[config.mk]
export PLATFORM = sky130hd
export DESIGN_NAME = vco_edge_quantizer
export DESIGN_NICKNAME = d
export VERILOG_FILES = /design/src/rtl/vco_adc_pkg.sv /design/src/rtl/vco_sync_edge.sv /design/src/rtl/vco_edge_quantizer.sv
export SDC_FILE = /design/constraint.sdc
export NUM_CORES = 1
export LEC_CHECK = 0
export BUFFER_PORTS_ARGS = -buffer_cell sky130_fd_sc_hd__buf_2
export CORE_ASPECT_RATIO = 2
export CORE_MARGIN = 2
export CORE_UTILIZATION = 58
export CTS_CLUSTER_DIAMETER = 80
export DETAILED_ROUTE_END_ITERATION = 8
export GPL_ROUTABILITY_DRIVEN = 1
export MAX_ROUTING_LAYER = met4
export PLACE_DENSITY = 0.79
export SYNTH_ARGS = -nofsm -noshare
export SYNTH_HDL_FRONTEND = slang
export SYNTH_SLANG_ARGS = --single-unit
[constraint.sdc]
create_clock -name wb_clk_i -period 3.8 [get_ports wb_clk_i]
set_input_delay 0.76 -clock wb_clk_i [delete_from_list [all_inputs] [get_ports wb_clk_i]]
set_output_delay 0.76 -clock wb_clk_i [all_outputs]
set_load 0.005 [all_outputs]
[src/rtl/vco_adc_pkg.sv]
// Shared definitions for the VCO ADC front end.
//   CNT_W_DEF / OSR_W_DEF : default edge-counter and window-control widths
//   OSR_MIN               : shortest legal window; smaller osr values clamp to it
//   vq_state_e            : quantizer run state
package vco_adc_pkg;
  localparam int CNT_W_DEF = 16;
  localparam int OSR_W_DEF = 10;
  localparam int OSR_MIN   = 2;

  typedef enum logic [1:0] {
    IDLE   = 2'd0,
    SETTLE = 2'd1,
    RUN    = 2'd2
  } vq_state_e;
endpackage

[src/rtl/vco_sync_edge.sv]
// Two-flop synchronizer for the asynchronous VCO phase plus a rising-edge
// detector on the synchronized signal.
//   gclk     : system clock
//   grst_n   : asynchronous active-low reset
//   async_in : raw asynchronous input
//   edge_o   : one-cycle pulse per detected rising edge
module vco_sync_edge (
  input  logic gclk,
  input  logic grst_n,
  input  logic async_in,
  output logic edge_o
);
  // [0],[1] synchronize; [2] is the delayed copy used for edge detection
  logic [2:0] sync_pipe;

  always_ff @(posedge gclk or negedge grst_n) begin
    if (!grst_n) sync_pipe <= '0;
    else         sync_pipe <= {sync_pipe[1:0], async_in};
  end

  assign edge_o = sync_pipe[1] & ~sync_pipe[2];
endmodule

[src/rtl/vco_edge_quantizer.sv]
// Counts VCO phase rising edges over windows of osr_i clocks and emits one
// count per window on a valid/ready interface. Also drives the VCO's
// active-low enable.
//   wb_clk_i / wb_rst_ni : clock, async active-low reset
//   phase_in             : raw VCO phase (asynchronous)
//   enable_i             : run enable
//   osr_i                : window length (values below 2 clamp to 2)
//   clr_ovr_i            : clears overrun_o
//   vco_enb_o            : registered ~enable_i
//   sample_o / sample_valid_o / sample_ready_i : result handshake
//   overrun_o            : sticky, a RUN result was dropped
//   busy_o               : in SETTLE or RUN
module vco_edge_quantizer
  import vco_adc_pkg::*;
#(
  parameter int CNT_W      = CNT_W_DEF,
  parameter int OSR_W      = OSR_W_DEF,
  parameter int SETTLE_WIN = 1
) (
  input  logic             wb_clk_i,
  input  logic             wb_rst_ni,
  input  logic             phase_in,
  input  logic             enable_i,
  input  logic [OSR_W-1:0] osr_i,
  input  logic             clr_ovr_i,
  output logic             vco_enb_o,
  output logic [CNT_W-1:0] sample_o,
  output logic             sample_valid_o,
  input  logic             sample_ready_i,
  output logic             overrun_o,
  output logic             busy_o
);
  vq_state_e        state_q, state_d;
  logic [OSR_W-1:0] win_len_q, win_cnt_q, osr_len;
  logic [CNT_W-1:0] edge_cnt_q, edge_sum;
  logic [3:0]       settle_q;
  logic             edge_det, win_last, win_end, run_end, xfer, load, drop;

  vco_sync_edge u_sync (
    .gclk     (wb_clk_i),
    .grst_n   (wb_rst_ni),
    .async_in (phase_in),
    .edge_o   (edge_det)
  );

  assign osr_len  = (osr_i < OSR_W'(OSR_MIN)) ? OSR_W'(OSR_MIN) : osr_i;
  assign win_last = (win_cnt_q == (win_len_q - OSR_W'(1)));
  // Saturating count including this cycle's edge; on the last window cycle
  // this is the window result.
  assign edge_sum = (edge_det && (edge_cnt_q != {CNT_W{1'b1}})) ?
                    edge_cnt_q + CNT_W'(1) : edge_cnt_q;

  // A disable on the last cycle wins: the window is discarded.
  assign win_end = (state_q != IDLE) & enable_i & win_last;
  assign run_end = win_end & (state_q == RUN);
  assign xfer    = sample_valid_o & sample_ready_i;
  assign load    = run_end & (~sample_valid_o | xfer);
  assign drop    = run_end & sample_valid_o & ~sample_ready_i;
  assign busy_o  = (state_q != IDLE);

  always_comb begin
    state_d = state_q;
    case (state_q)
      IDLE:    if (enable_i) state_d = (SETTLE_WIN == 0) ? RUN : SETTLE;
      SETTLE:  if (!enable_i) state_d = IDLE;
               else if (win_last && settle_q == 4'd1) state_d = RUN;
      RUN:     if (!enable_i) state_d = IDLE;
      default: state_d = IDLE;
    endcase
  end

  always_ff @(posedge wb_clk_i or negedge wb_rst_ni) begin
    if (!wb_rst_ni) state_q <= IDLE;
    else            state_q <= state_d;
  end

  // Window/edge counters. While idle (or on disable) they sit at zero and
  // win_len tracks osr_i so the first window uses the value present at enable.
  always_ff @(posedge wb_clk_i or negedge wb_rst_ni) begin
    if (!wb_rst_ni) begin
      win_len_q  <= OSR_W'(OSR_MIN);
      win_cnt_q  <= '0;
      edge_cnt_q <= '0;
    end else if (state_q == IDLE || !enable_i) begin
      win_len_q  <= osr_len;
      win_cnt_q  <= '0;
      edge_cnt_q <= '0;
    end else if (win_last) begin
      win_len_q  <= osr_len;
      win_cnt_q  <= '0;
      edge_cnt_q <= '0;
    end else begin
      win_cnt_q  <= win_cnt_q + OSR_W'(1);
      edge_cnt_q <= edge_sum;
    end
  end

  always_ff @(posedge wb_clk_i or negedge wb_rst_ni) begin
    if (!wb_rst_ni)                        settle_q <= '0;
    else if (state_q == IDLE)              settle_q <= 4'(SETTLE_WIN);
    else if (state_q == SETTLE && win_end) settle_q <= settle_q - 4'd1;
  end

  always_ff @(posedge wb_clk_i or negedge wb_rst_ni) begin
    if (!wb_rst_ni) begin
      vco_enb_o      <= 1'b1;
      sample_o       <= '0;
      sample_valid_o <= 1'b0;
      overrun_o      <= 1'b0;
    end else begin
      vco_enb_o <= ~enable_i;
      if (load) begin
        sample_o       <= edge_sum;
        sample_valid_o <= 1'b1;
      end else if (xfer) begin
        sample_valid_o <= 1'b0;
      end
      if (drop)           overrun_o <= 1'b1;
      else if (clr_ovr_i) overrun_o <= 1'b0;
    end
  end
endmodule

======== Word-level counts from Yosys, hierarchy flattened ========
Index checks and enable logic that the tools add are counted.
word-level totals
  bits in registers ....................... 64
  latch bits .............................. 0
  bits in writable memories ............... 0
  bits in read-only memories .............. 0
  output and inout bits ................... 20
  word-level logic and storage cells ...... 67
  memories ................................ 0
cells by class
  add/subtract/negate cells ............... 4
  $mul .................................... 0
  divide/modulo/power cells ............... 0
  order comparisons ....................... 1
  equal/unequal tests ..................... 8
  shift-type cells ........................ 0
  mux-type cells .......................... 19
  bitwise gates (word level) .............. 13
  reduce and logical (&&, ||, !) cells .... 12
operator list
  kind                     count
  $mux W10                 5
  $mux W16                 3
  $add A16 B1 Y16 const B  1
  $ne A16 B16 Y1 const B   1
  $add A10 B1 Y10 const B  1
  $eq A10 B10 Y1           1
  $lt A10 B2 Y1 const B    1
  $reduce_bool A2 Y1       5
  $sub A10 B1 Y10 const B  1
  $and A1 B1 Y1            8
  $mux W2                  4
  $mux W4                  2
  $pmux W2 S3              1
  $eq A4 B1 Y1 const B     1
  $mux W1                  4
  $ne A2 B2 Y1 const B     2
  $not A1 Y1               4
  $sub A4 B1 Y4 const B    1
  $logic_and A1 B1 Y1      3
  $ne A3 B3 Y1 const B     1
  $reduce_and A3 Y1        1
  $eq A2 B1 Y1 const B     1
  $eq A2 B2 Y1 const B     1
  $logic_not A2 Y1         1
  other kinds (3)          3

======== Depth between registers and ports, before layout ========
  word-level depth ........................ 7
  mapped depth ............................ 10
  depth with buffers taken out ............ 8

======== Hierarchy ========
From an unflattened synthesis, not the netlist that was laid out.
unflattened totals
  cells, all modules ...................... 311
  area, all modules ....................... 3295.7 µm²
by module, submodules not included
  module              instances  cells an instance  area each (µm²)
  vco_edge_quantizer  1          307                3206.8
  vco_sync_edge       1          4                  88.8

======== Worst setup path after synthesis ========
No wires, ideal clock.
  path kind ............................... register to register
  start ................................... register win_len_q[0]
  end ..................................... register sample_o[10]
  setup time .............................. 0.079 ns
  arrival ................................. 2.665 ns
  data required time ...................... 3.721 ns
  path slack .............................. 1.055 ns
  stages on the path, launching flop included .. 8
  buffers on the path ..................... 1
  period minus slack after synthesis ...... 2.745 ns
  path through ............................ dfrtp_1 -> or3_4 -> or4_4 -> nor4_4 -> a311oi_4 -> nor4_4 -> buf_6 -> mux2i_1
on the way
  word-level cells in the longest chain between the ends .. 5
RTL lines
  item                    line                       source
  start, declared         vco_edge_quantizer.sv:34   logic [OSR_W-1:0] win_len_q, win_cnt_q, osr_len;
  start signal, assigned  vco_edge_quantizer.sv:81   win_len_q <= OSR_W'(OSR_MIN);
  start signal, assigned  vco_edge_quantizer.sv:85   win_len_q <= osr_len;
  start signal, assigned  vco_edge_quantizer.sv:89   win_len_q <= osr_len;
  $sub A10 B1 Y10         vco_edge_quantizer.sv:47   assign win_last = (win_cnt_q == (win_len_q - OSR_W'(1)));
  $eq A10 B10 Y1          vco_edge_quantizer.sv:47
  $and A1 B1 Y1           vco_edge_quantizer.sv:54   assign win_end = (state_q != IDLE) & enable_i & win_last;
  $and A1 B1 Y1           vco_edge_quantizer.sv:55   assign run_end = win_end & (state_q == RUN);
  $and A1 B1 Y1           vco_edge_quantizer.sv:57   assign load = run_end & (~sample_valid_o | xfer);
  end signal, assigned    vco_edge_quantizer.sv:113  sample_o <= edge_sum;
  end, declared           vco_edge_quantizer.sv:27   output logic [CNT_W-1:0] sample_o,
Every way passes these cells.
A chain may end at the register's enable or synchronous reset.

======== Worst setup path in the final report ========
  start ................................... register win_len_q[0]
  end ..................................... register win_cnt_q[5]
on the way
  word-level cells in the longest chain between the ends .. 4
RTL lines
  item                  line                      source
  $sub A10 B1 Y10       vco_edge_quantizer.sv:47
  $eq A10 B10 Y1        vco_edge_quantizer.sv:47
  $mux W10              vco_edge_quantizer.sv:88  end else if (win_last) begin
  $mux W10              vco_edge_quantizer.sv:84  end else if (state_q == IDLE || !enable_i) begin
  end signal, assigned  vco_edge_quantizer.sv:93  win_cnt_q <= win_cnt_q + OSR_W'(1);
  end, declared         vco_edge_quantizer.sv:34
Every way passes these cells.

==> impl_metrics.json <==
{
  "synthTopCellsByCount": "dfrtp_1 (62), nor2_1 (33), inv_1 (24), mux2i_1 (21), nand2_1 (19)",
  "clockBufferDepth": 2,
  "cp-start-kind": "flop",
  "yosysTopAreaCellShare": 0.475,
  "grt_max_degree": 40,
  "fmax_mhz": 337,
  "synth_ff_type": "dfrtp_1",
  "crit_fanout": 22,
  "setup_viol": 0,
  "finalMaxSlewViolations": 0,
  "rsz0062_at_grt": "no",
  "yosys-top-cells-area": "dfrtp_1 (48%), mux2i_1 (6.4%), xnor2_1 (4.8%), nor2_1 (3.8%), xor2_1 (3.8%)",
  "cts_setup_buffers": 0,
  "drtIter0Drc": 53,
  "place_congestion": 0.849,
  "leakage_nw": 1.70,
  "clkTransAtPathRegs_ns": 0.07,
  "ant_nets": 0,
  "grt_pass1_vias": 2327,
  "crit_path_max_incr_delay_ns": 0.55,
  "clock-root-buffer": "clkbuf_8",
  "drt-wirelength-per-cell_um": 14.6,
  "initial_core_util": 0.602,
  "finalHoldViolations": 0,
  "htree_levels": 3,
  "vdd_drop_max_uv": 442,
  "cts_tree": "built",
  "async_flop_share": 1.00,
  "fin_crit_sh": 0.780,
  "areaGrowthSynthToFinish_pct": 13.6,
  "grt_antenna_before_repair": 0,
  "synth_edf_count": 0,
  "grt_pass1_wl_mm": 10.3,
  "placed_cells": 391,
  "dieArea_um2": 6280,
  "cp_slowest_cell": "a311oi_4",
  "post_dp_cell_area_um2": 3480,
  "ys_ff_latch": 64,
  "drc": 0,
  "vias": 2297,
  "cts_buffers": 9,
  "synth_area_um2": 3260,
  "min_period_ns": 2.96,
  "fin_area_um2": 3710,
  "yosys.cell_count.top_type": "dfrtp_1",
  "crit_arrival_ns": 3.24,
  "crit_required_ns": 4.08,
  "layout-drive-gt1-share": 0.219,
  "cts-hold-fix-buffers": 0,
  "cp-end-kind": "flop",
  "dieHeight_um": 110,
  "num-nets-final": 363,
  "clock_sinks": 64,
  "cap_viol_max_count": 0,
  "ys_warn_count": 0,
  "clock-skew-final_ns": 0.0113,
  "syn-num-nets": 320,
  "overflow": 0,
  "rows": 38,
  "postLayoutCoreUtil": 0.684,
  "post_drt_via_cell_ratio": 5.64,
  "io_buffers": 35,
  "relSlewSlack": 0.577,
  "power.density_nw_per_um2": 397,
  "pin_count": 36,
  "final_cells": 407,
  "die_w_um": 57.1,
  "path_cells": "or3_4, or4_4, mux2_4, a311oi_4, o21ai_4, buf_4, nor2_1",
  "synth_top_area_cell": "dfrtp_1",
  "ys_types": 45,
  "outcome": "finished, final reports clean",
  "avgSynthCellArea_um2": 10.9,
  "min_path_type": "flop to flop",
  "routed_wl_mm": 5.94,
  "worst_pin_slew_ns": 0.626,
  "firstDrtPassIters": 4,
  "total_power_mw": 1.47,
  "path_class": "flop to flop",
  "dpl.hpwl_mm": 4.40,
  "gr-usage-all-layers": 0.224,
  "clock_latency_ns": 0.35,
  "setup_tns_ns": 0,
  "core_area_um2": 5420,
  "ctsResizeCount": 0,
  "synthCells": 299,
  "synth_seq_area_share": 0.491,
  "diodes": 0
}
placed cells by master, fill, tap and decap left out, types with 10 or more instances in the layout:
cell type,n
mux2i_1,21
clkbuf_8,11
dfrtp_1,62
xnor2_1,18
nand2_1,19
nor2_1,33
inv_1,24
buf_2,35
nand3_1,15
and3_1,10
xor2_1,14
path summary, 6_finish.rpt:
| path | slack (ns) | start | cells past startpoint | endpoint |
|---|---|---|---|---|
| worst min-delay path | 0.37 | u_sync.sync_pipe[0]$_DFF_PN0_ | 0 | u_sync.sync_pipe[1]$_DFF_PN0_ |
| worst max-delay path | 0.84 | win_len_q[0]$_DFFE_PN0P_ | 7 | win_cnt_q[5]$_DFF_PN0_ |
| max in group asynchronous | 2.50 | wb_rst_ni | 2 | sample_o[15]$_DFFE_PN0P_ |
| min in group asynchronous | 0.40 | wb_rst_ni | 1 | win_len_q[7]$_DFFE_PN0P_ |
| worst min register to register | 0.37 | u_sync.sync_pipe[0]$_DFF_PN0_ | 0 | u_sync.sync_pipe[1]$_DFF_PN0_ |
| worst max register to register | 0.84 | win_len_q[0]$_DFFE_PN0P_ | 7 | win_cnt_q[5]$_DFF_PN0_ |
registers in the layout (all words and copies together) (netlist names):
| signal | flops |
|---|---|
| settle_q | 4 |
| vco_enb_o | 1 |
| edge_cnt_q | 16 |
| win_cnt_q | 10 |
| u_sync.sync_pipe | 3 |
| sample_o | 16 |
| win_len_q | 10 |
| sample_valid_o | 1 |
| state_q | 2 |
| overrun_o | 1 |
report_power, final:
part / switching, mW / internal (mW) / total [mW]
combinational: 0.0598 / 0.0419 / 0.102
clock: 0.257 / 0.403 / 0.661
sequential: 0.0155 / 0.695 / 0.711
layer usage:
layer  vias up  part of all wire  track usage  wire (um)
met2        54              0.53        0.363       3130
met3        20             0.038       0.0455        224
met1      1110              0.39        0.240       2310
li1       1113                 -            -          -
met4         0             0.046        0.163        271
met5         -                 0            -          0
critical path: cells and delay by family (launching register included):
family / cells / cell delay (ns)
compound gates: 2 / 0.81
buf+inv: 1 / 0.28
flops: 1 / 0.40
mux: 1 / 0.33
simple gates: 3 / 1.08
cell families after synthesis:
group | count (synthesis) | synth area share
muxes | 30 | 0.0966
AOI/OAI and AO/OA | 21 | 0.0625
DFF | 64 | 0.491
adders and majority gates | 5 | 0.0192
and+or+nand+nor | 117 | 0.199
buffers and inverters | 30 | 0.0460
xor gates and xnor gates | 32 | 0.0859
area by class of cell:
| class | instances | area (um^2) |
|---|---|---|
| Fill cell | 434 | 1710 |
| Sequential cell | 64 | 1600 |
| Multi-Input combinational cell | 205 | 1510 |
| Timing Repair Buffer | 38 | 198 |
| Clock buffer | 11 | 151 |
| Inverter | 24 | 90.1 |
| Clock inverter | 5 | 78.8 |
| Tap cell | 60 | 75.1 |
stage by stage:
step | hold slack, ns | worst slack [ns]
3_3_place_gp | 0.333 | 0.894
6_report | 0.365 | 0.836
5_1_grt | 0.381 | 0.671
4_1_cts | 0.370 | 0.833
2_1_floorplan | 0.331 | 1.06
3_5_place_dp | 0.355 | 0.841
No activity file was read; power rests on OpenSTA's default activity.
